## src/rtl/id_ex_stage_reg_pkg.sv

```systemverilog
// rtl/id_ex_stage_reg_pkg.sv - MIPS pipeline definitions shared by the ID/EX stage
// Opcodes, ALUOp encodings, control-word packing and the control scrub helper.
package id_ex_stage_reg_pkg;

    localparam logic [5:0] R_FORMAT = 6'h00;
    localparam logic [5:0] LW       = 6'h23;
    localparam logic [5:0] SW       = 6'h2b;
    localparam logic [5:0] J        = 6'h02;
    localparam logic [5:0] BEQ      = 6'h04;
    localparam logic [5:0] BNE      = 6'h05;
    localparam logic [5:0] ORI      = 6'h0d;

    localparam logic [1:0] ALUOP_ADD   = 2'b00;
    localparam logic [1:0] ALUOP_SUB   = 2'b01;
    localparam logic [1:0] ALUOP_FUNCT = 2'b10;

    localparam int CTRL_W = 13;

    // Bit positions within the packed control word.
    localparam int CTRL_REGDST   = 12;
    localparam int CTRL_ALUSRC   = 11;
    localparam int CTRL_MEMTOREG = 10;
    localparam int CTRL_REGWRITE = 9;
    localparam int CTRL_MEMREAD  = 8;
    localparam int CTRL_MEMWRITE = 7;
    localparam int CTRL_BRANCH   = 6;
    localparam int CTRL_JUMP     = 5;
    localparam int CTRL_ALUOP_HI = 4;
    localparam int CTRL_ALUOP_LO = 3;
    localparam int CTRL_BEQBNE   = 2;
    localparam int CTRL_SIGN     = 1;

    // State-changing bits pass only when they are a definite 1, so an
    // undecoded opcode that leaves them unknown can never write state.
    function automatic logic [CTRL_W-1:0] scrub_ctrl(input logic [CTRL_W-1:0] c);
        logic [CTRL_W-1:0] r;
        r = c;
        r[CTRL_REGWRITE] = (c[CTRL_REGWRITE] === 1'b1);
        r[CTRL_MEMREAD]  = (c[CTRL_MEMREAD]  === 1'b1);
        r[CTRL_MEMWRITE] = (c[CTRL_MEMWRITE] === 1'b1);
        r[CTRL_BRANCH]   = (c[CTRL_BRANCH]   === 1'b1);
        r[CTRL_JUMP]     = (c[CTRL_JUMP]     === 1'b1);
        return r;
    endfunction

endpackage

```

## src/rtl/id_ex_stage_reg_imm_extend.sv

```systemverilog
// rtl/id_ex_stage_reg_imm_extend.sv - combinational sign/zero extension of the raw immediate
module imm_extend #(
    parameter int DATA_W = 32,
    parameter int IMM_W  = 16
) (
    input  logic [IMM_W-1:0]  imm,
    input  logic              sign,
    output logic [DATA_W-1:0] imm_ext
);

    always_comb begin
        if (sign) begin
            imm_ext = {{(DATA_W-IMM_W){imm[IMM_W-1]}}, imm};
        end else begin
            imm_ext = {{(DATA_W-IMM_W){1'b0}}, imm};
        end
    end

endmodule

```

## src/rtl/id_ex_stage_reg.sv

```systemverilog
// rtl/id_ex_stage_reg.sv - ID/EX pipeline register with stall, flush and control scrub
// Optional bubble/stall performance counters when IDEX_PERF_CNT_EN is defined.
module id_ex_stage_reg
    import id_ex_stage_reg_pkg::*;
#(
    parameter int DATA_W     = 32,
    parameter int REG_ADDR_W = 5,
    parameter int IMM_W      = 16
`ifdef IDEX_PERF_CNT_EN
    ,
    parameter int CNT_W      = 32
`endif
) (
    input  logic                  clk,
    input  logic                  rst_n,
    input  logic                  stall,
    input  logic                  flush,
    input  logic                  id_valid,
    input  logic [CTRL_W-1:0]     id_ctrl,
    input  logic [DATA_W-1:0]     id_pc4,
    input  logic [DATA_W-1:0]     id_rd1,
    input  logic [DATA_W-1:0]     id_rd2,
    input  logic [IMM_W-1:0]      id_imm,
    input  logic [REG_ADDR_W-1:0] id_rs,
    input  logic [REG_ADDR_W-1:0] id_rt,
    input  logic [REG_ADDR_W-1:0] id_rd,
    input  logic [5:0]            id_funct,
    output logic                  ex_valid,
    output logic [CTRL_W-1:0]     ex_ctrl,
    output logic [DATA_W-1:0]     ex_pc4,
    output logic [DATA_W-1:0]     ex_rd1,
    output logic [DATA_W-1:0]     ex_rd2,
    output logic [DATA_W-1:0]     ex_imm_ext,
    output logic [REG_ADDR_W-1:0] ex_rs,
    output logic [REG_ADDR_W-1:0] ex_rt,
    output logic [REG_ADDR_W-1:0] ex_rd,
    output logic [5:0]            ex_funct
`ifdef IDEX_PERF_CNT_EN
    ,
    output logic [CNT_W-1:0]      bubble_cnt,
    output logic [CNT_W-1:0]      stall_cnt
`endif
);

    logic                  sign_eff;
    logic [DATA_W-1:0]     imm_ext;
    logic                  load_data;

    logic                  valid_q, valid_d;
    logic [CTRL_W-1:0]     ctrl_q, ctrl_d;
    logic [DATA_W-1:0]     pc4_q, pc4_d, rd1_q, rd1_d, rd2_q, rd2_d, imm_q, imm_d;
    logic [REG_ADDR_W-1:0] rs_q, rs_d, rt_q, rt_d, rd_q, rd_d;
    logic [5:0]            funct_q, funct_d;

    // An unknown Sign bit falls back to sign extension.
    assign sign_eff = (id_ctrl[CTRL_SIGN] !== 1'b0);

    imm_extend #(
        .DATA_W (DATA_W),
        .IMM_W  (IMM_W)
    ) u_imm_extend (
        .imm     (id_imm),
        .sign    (sign_eff),
        .imm_ext (imm_ext)
    );

    // Data fields follow the input on flush too; only ctrl/valid carry the bubble.
    assign load_data = flush | ~stall;

    always_comb begin
        valid_d = valid_q;
        ctrl_d  = ctrl_q;
        pc4_d   = pc4_q;
        rd1_d   = rd1_q;
        rd2_d   = rd2_q;
        imm_d   = imm_q;
        rs_d    = rs_q;
        rt_d    = rt_q;
        rd_d    = rd_q;
        funct_d = funct_q;
        if (flush) begin
            valid_d = 1'b0;
            ctrl_d  = '0;
        end else if (!stall) begin
            valid_d = id_valid;
            ctrl_d  = id_valid ? scrub_ctrl(id_ctrl) : '0;
        end
        if (load_data) begin
            pc4_d   = id_pc4;
            rd1_d   = id_rd1;
            rd2_d   = id_rd2;
            imm_d   = imm_ext;
            rs_d    = id_rs;
            rt_d    = id_rt;
            rd_d    = id_rd;
            funct_d = id_funct;
        end
    end

    always_ff @(posedge clk or negedge rst_n) begin
        if (!rst_n) begin
            valid_q <= 1'b0;
            ctrl_q  <= '0;
            pc4_q   <= '0;
            rd1_q   <= '0;
            rd2_q   <= '0;
            imm_q   <= '0;
            rs_q    <= '0;
            rt_q    <= '0;
            rd_q    <= '0;
            funct_q <= '0;
        end else begin
            valid_q <= valid_d;
            ctrl_q  <= ctrl_d;
            pc4_q   <= pc4_d;
            rd1_q   <= rd1_d;
            rd2_q   <= rd2_d;
            imm_q   <= imm_d;
            rs_q    <= rs_d;
            rt_q    <= rt_d;
            rd_q    <= rd_d;
            funct_q <= funct_d;
        end
    end

    assign ex_valid   = valid_q;
    assign ex_ctrl    = ctrl_q;
    assign ex_pc4     = pc4_q;
    assign ex_rd1     = rd1_q;
    assign ex_rd2     = rd2_q;
    assign ex_imm_ext = imm_q;
    assign ex_rs      = rs_q;
    assign ex_rt      = rt_q;
    assign ex_rd      = rd_q;
    assign ex_funct   = funct_q;

`ifdef IDEX_PERF_CNT_EN
    logic [CNT_W-1:0] bubble_cnt_q, bubble_cnt_d;
    logic [CNT_W-1:0] stall_cnt_q, stall_cnt_d;

    always_comb begin
        bubble_cnt_d = bubble_cnt_q + {{(CNT_W-1){1'b0}}, (flush | (~stall & ~id_valid))};
        stall_cnt_d  = stall_cnt_q + {{(CNT_W-1){1'b0}}, (stall & ~flush)};
    end

    always_ff @(posedge clk or negedge rst_n) begin
        if (!rst_n) begin
            bubble_cnt_q <= '0;
            stall_cnt_q  <= '0;
        end else begin
            bubble_cnt_q <= bubble_cnt_d;
            stall_cnt_q  <= stall_cnt_d;
        end
    end

    assign bubble_cnt = bubble_cnt_q;
    assign stall_cnt  = stall_cnt_q;
`endif

endmodule

```

## config.mk

```make
export PLATFORM = sky130hd
export DESIGN_NAME = id_ex_stage_reg
export DESIGN_NICKNAME = d
export VERILOG_FILES = /design/src/rtl/id_ex_stage_reg_pkg.sv /design/src/rtl/id_ex_stage_reg_imm_extend.sv /design/src/rtl/id_ex_stage_reg.sv
export SDC_FILE = /design/constraint.sdc
export NUM_CORES = 1
export LEC_CHECK = 0
export ABC_AREA = 1
export CORE_UTILIZATION = 31
export CTS_CLUSTER_DIAMETER = 200
export DETAILED_ROUTE_END_ITERATION = 7
export GPL_TIMING_DRIVEN = 0
export PLACE_DENSITY = 0.69
export SYNTH_ARGS = -nofsm -noshare
export SYNTH_HDL_FRONTEND = slang
export SYNTH_HIERARCHICAL = 1
export SYNTH_SLANG_ARGS = --single-unit
```

## constraint.sdc

```tcl
create_clock -name clk -period 0.9 [get_ports clk]
set_clock_uncertainty 0.15 [all_clocks]
set_input_delay 0.18 -clock clk [delete_from_list [all_inputs] [get_ports clk]]
set_output_delay 0.18 -clock clk [all_outputs]
set_load 0.02 [all_outputs]
```

# After elaboration in Yosys (flattened, before gate mapping)
# Cells that the tools add are included.
# op_classes
eq_ne	7
muxes	6
bitwise	2
# op_table
operator	count
2-to-1 mux 13 bit	3
2-to-1 mux 32 bit	1
=== test 1 bit (second input constant)	5
2-to-1 mux 1 bit	2
!= test 2 x 1 -> 1 bit (second input constant)	1
case inequality test 1 bit (second input constant)	1
inverter 1 bit	1
bitwise OR 1 bit	1
# totals
register_bits	163
in_bits	151
output_inout_bits	163
elab_cells	25

# Logic depth before layout (Yosys ltp)
# Gate-level depths: netlist of run 1.
# depth
word_depth	4
depth_mapped	7
ltp_nobuf	5

# Cells and area by module
# The synthesis of run 1 kept the hierarchy.
# modules_own_cells
module	instances	cells_each	area_each_um2
id_ex_stage_reg	1	717	6224.7
imm_extend	1	33	240.2

# Worst setup path before layout of run 1
# No wires, ideal clock.
# synth_path
path_type	input-to-reg
from	input flush
to	register pc4_q[0], in the netlist ex_pc4[0]
setup_ps	117
arrival_time_ps	761
t_required_ps	633
slack_ps	-128
cell_stages	7
cell_sequence	inv_2 -> nand2_4 -> inv_2 -> buf_4 -> buf_4 -> nand2_1 -> nand2_1
# synth_via
elab_chain_len	1
# synth_lines
item	line	rtl
start: declaration	id_ex_stage_reg.sv:17	input logic flush,
bitwise OR 1 bit	id_ex_stage_reg.sv:68	assign load_data = flush | ~stall;
end signal: assignment	id_ex_stage_reg.sv:115	pc4_q <= pc4_d;
end: declaration	id_ex_stage_reg.sv:51	logic [DATA_W-1:0] pc4_q, pc4_d, rd1_q, rd1_d, rd2_q, rd2_d, imm_q, imm_d;
# Every way passes these cells.
# A chain may end at the register's enable or synchronous reset.

# Worst setup path after layout of run 1
# layout_path
from	register pc4_q[6], in the netlist ex_pc4[6]
to	output ex_pc4[6]
# layout_rtl
item	line	rtl
end: declaration	id_ex_stage_reg.sv:30	output logic [DATA_W-1:0] ex_pc4,
# No word-level cell between the ends.

==> reports/results.tsv, run 1 <==
metric	value	unit
finalInstanceArea	11700	sq um
switching_power	5.76	mW
seqPwrFrac	0.409	
fin_hold_ws	-0.387	ns
clock_path_buffers	2	
vias_per_cell	4.28	
die_h	146	um
grt_pass1_vias	6015	
clock_sinks	163	
setup_viol	167	
grt-ovfl-total	0	
core_area	20400	sq um
cts_buffers	17	
required	0.57	ns
fin_nets	1304	
drt_wl_total	21200	um
ys_ff_latch	163	
synth_cell_type_count	10	
slew_viol_final	0	
crit_arrival	1.01	ns
p_per_area	1750	nW/um^2
syn-cell-area	6460	sq um
relSlewSlack	0.549	
status	finished, violations left	
p_leak	6.11	nW
clockRootBuffer	clkbuf_16	
p_sw_frac	0.281	
grt_pass1_wl	31700	um
grt.total_usage	0.191	
p_clk_frac	0.367	
gp_congestion	0.785	
worstHoldPathType	in -> async	
row_count	52	
port_buffers	298	
final_cell_mix	nand2_1 (462), buf_6 (212), dfrtp_1 (163)	
grt_start_max_net_pins	88	
critical_path_class	reg -> out	
slowest_delay	0.43	ns
multi_input_area	2070	sq um
synth_nets	901	
utilization	0.576	
violations	negative hold slack, negative setup slack	
yosysWarnings	6	
cts_tree	built	
ir_drop	0.00122	V
final_common_cell	nand2_1	
critical_path_buf_inv_count	1	
ctsHoldBuffers	15	
clock_latency	0.42	ns
tightest_slew	0.676	ns
seqCellArea	4080	sq um
via_count	6152	
timing.setup.tns	-62.30	ns
p_comb_frac	0.225	
wl_per_cell	14.8	um
initial_core_util	0.317	
cp_cell_sequence	buf_6	
clk_pin_slew	0.07	ns
antenna_found_initial	2	
postRouteAntennaNets	0	
first_pass_iters	6	
hold_violations	90	
critical_path.endpoint_type	output pin	
dieArea	21400	sq um
grt_setup_unrepaired	true	
dp_slack	-1.02	ns
max_freq	746	MHz
period_minus_slack	1.34	ns
syn_avg_cell_area	8.62	sq um
crit_fanout	2	
syn_inst	750	
min_period_over_period	1.49	
h-tree-depth	4	
crit_family	flip-flops	
drive_gt1_frac	0.325	
dp.final_hpwl	14000	um
nFillCells	1776	
drc	0	
cp_slowest_cell	dfrtp_1	
yosysSeqAreaShare	0.631	
die_x	146	um
io_pins	314	
fin_ws	-0.440	ns
area_growth	81.5	%
drv_cap	0	
power.internal	14.7	mW
drt_iter0_markers	173	
place_area	9920	sq um
cp-start-kind	register	
==> kinds of logic (layout without fill, tap and decap cells) <==
family                 after synthesis  after routing  share of synthesized area
buffers and inverters               70            486                     0.0672
flip-flops                         163            163                      0.631
other                                0              1                          0
AND/OR/NAND/NOR                    517            517                      0.302
==> stage by stage <==
step	power, mW	instances
finish	20.5	1437
floorplan	9.97	750
global placement	12.2	1318
CTS	20.4	1407
detailed placement	12.3	1319
global route	21.3	1436
==> flip-flops by register name (all words and copies together), names as in the netlist <==
signal / flops
ex_funct: 6
ex_valid: 1
ex_pc4: 32
ex_imm_ext: 32
ex_ctrl: 13
ex_rd2: 32
ex_rs: 5
ex_rd1: 32
ex_rt: 5
ex_rd: 5
==> final timing paths <==
| path | from | end | slack (ns) | depth (start not counted) |
|---|---|---|---|---|
| worst max register to register | ex_imm_ext[1] | ex_imm_ext[1] | -0.11 | 4 |
| worst max-delay path | ex_pc4[6] | ex_pc4[6] | -0.44 | 1 |
| min in group clk | flush | ex_ctrl[1] | -0.04 | 4 |
| worst min register to register | ex_rd2[28] | ex_rd2[28] | 0.34 | 2 |
| max in group asynchronous | rst_n | ex_pc4[30] | 0.14 | 2 |
| worst min-delay path | rst_n | ex_imm_ext[14] | -0.39 | 1 |
==> area by class of cell <==
class,count,share of cell area
antenna,1,0.000213
sequential,163,0.348
timing repair buffer,384,0.343
buffer,65,0.0481
timing repair inverter,2,0.00139
tap,270,0.0288
multi-input combinational,517,0.176
inverter,3,0.00330
clock inverter,12,0.0125
clock buffer,20,0.0389
==> power by group through the flow <==
| stage | Clock [mW] | Combinational (mW) | Sequential (mW) |
|---|---|---|---|
| 6_report | 7.51 | 4.60 | 8.37 |
| 4_1_cts | 7.69 | 4.33 | 8.34 |
| 3_3_place_gp | 0 | 3.87 | 8.34 |
| 3_5_place_dp | 0 | 3.91 | 8.35 |
| 2_1_floorplan | 0 | 0.897 | 9.07 |
| 5_1_grt | 7.99 | 4.93 | 8.42 |
==> synthesized netlist by cell type <==
| library cell | count | share of area |
|---|---|---|
| dfrtp_1 | 163 | 0.63 |
| clkbuf_1 | 10 | 0.0058 |
| nand2_1 | 502 | 0.29 |
| buf_4 | 40 | 0.046 |
| inv_1 | 1 | 0.00058 |
| nor2_1 | 13 | 0.0075 |
| nand2_4 | 1 | 0.0017 |
| nand3b_1 | 1 | 0.0012 |
| inv_2 | 2 | 0.0012 |
| buf_2 | 17 | 0.013 |
==> routing by layer <==
metal | wire, um | track usage | vias to the layer above
li1 | - | - | 3030
met1 | 8670 | 0.222 | 2862
met2 | 10500 | 0.322 | 237
met3 | 1760 | 0.0763 | 21
met4 | 298 | 0.0604 | 2
met5 | 13 | 0 | -
==> repair_timing <==
| action | 4_1_cts | 5_1_grt |
|---|---|---|
| buffers inserted | 40 | 37 |
| pin swaps | 1 | 22 |
| endpoints found under the hold margin | 105 | 90 |
| setup endpoints to repair | 326 | 246 |
| gates cloned | 1 | 1 |
| gates resized for setup | 1014 | 94 |
(Power assumes the default switching activity.)
==> run 2: changes to the inputs <==
--- a/config.mk
+++ b/config.mk
@@ -7,7 +7,6 @@
 export LEC_CHECK = 0
 export ABC_AREA = 1
 export CORE_UTILIZATION = 31
-export CTS_CLUSTER_DIAMETER = 200
 export DETAILED_ROUTE_END_ITERATION = 7
 export GPL_TIMING_DRIVEN = 0
 export PLACE_DENSITY = 0.69
==> results of run 2 <==
No change in the layout: final DEF, timing and power equal those of run 1.
==> run 3: changes to the inputs <==
--- a/config.mk
+++ b/config.mk
@@ -10,6 +10,7 @@
 export DETAILED_ROUTE_END_ITERATION = 7
 export GPL_TIMING_DRIVEN = 0
 export PLACE_DENSITY = 0.69
+export SLEW_MARGIN = 20
 export SYNTH_ARGS = -nofsm -noshare
 export SYNTH_HDL_FRONTEND = slang
 export SYNTH_HIERARCHICAL = 1
==> results of run 3 <==
No change in the layout: final DEF, timing and power equal those of run 1.
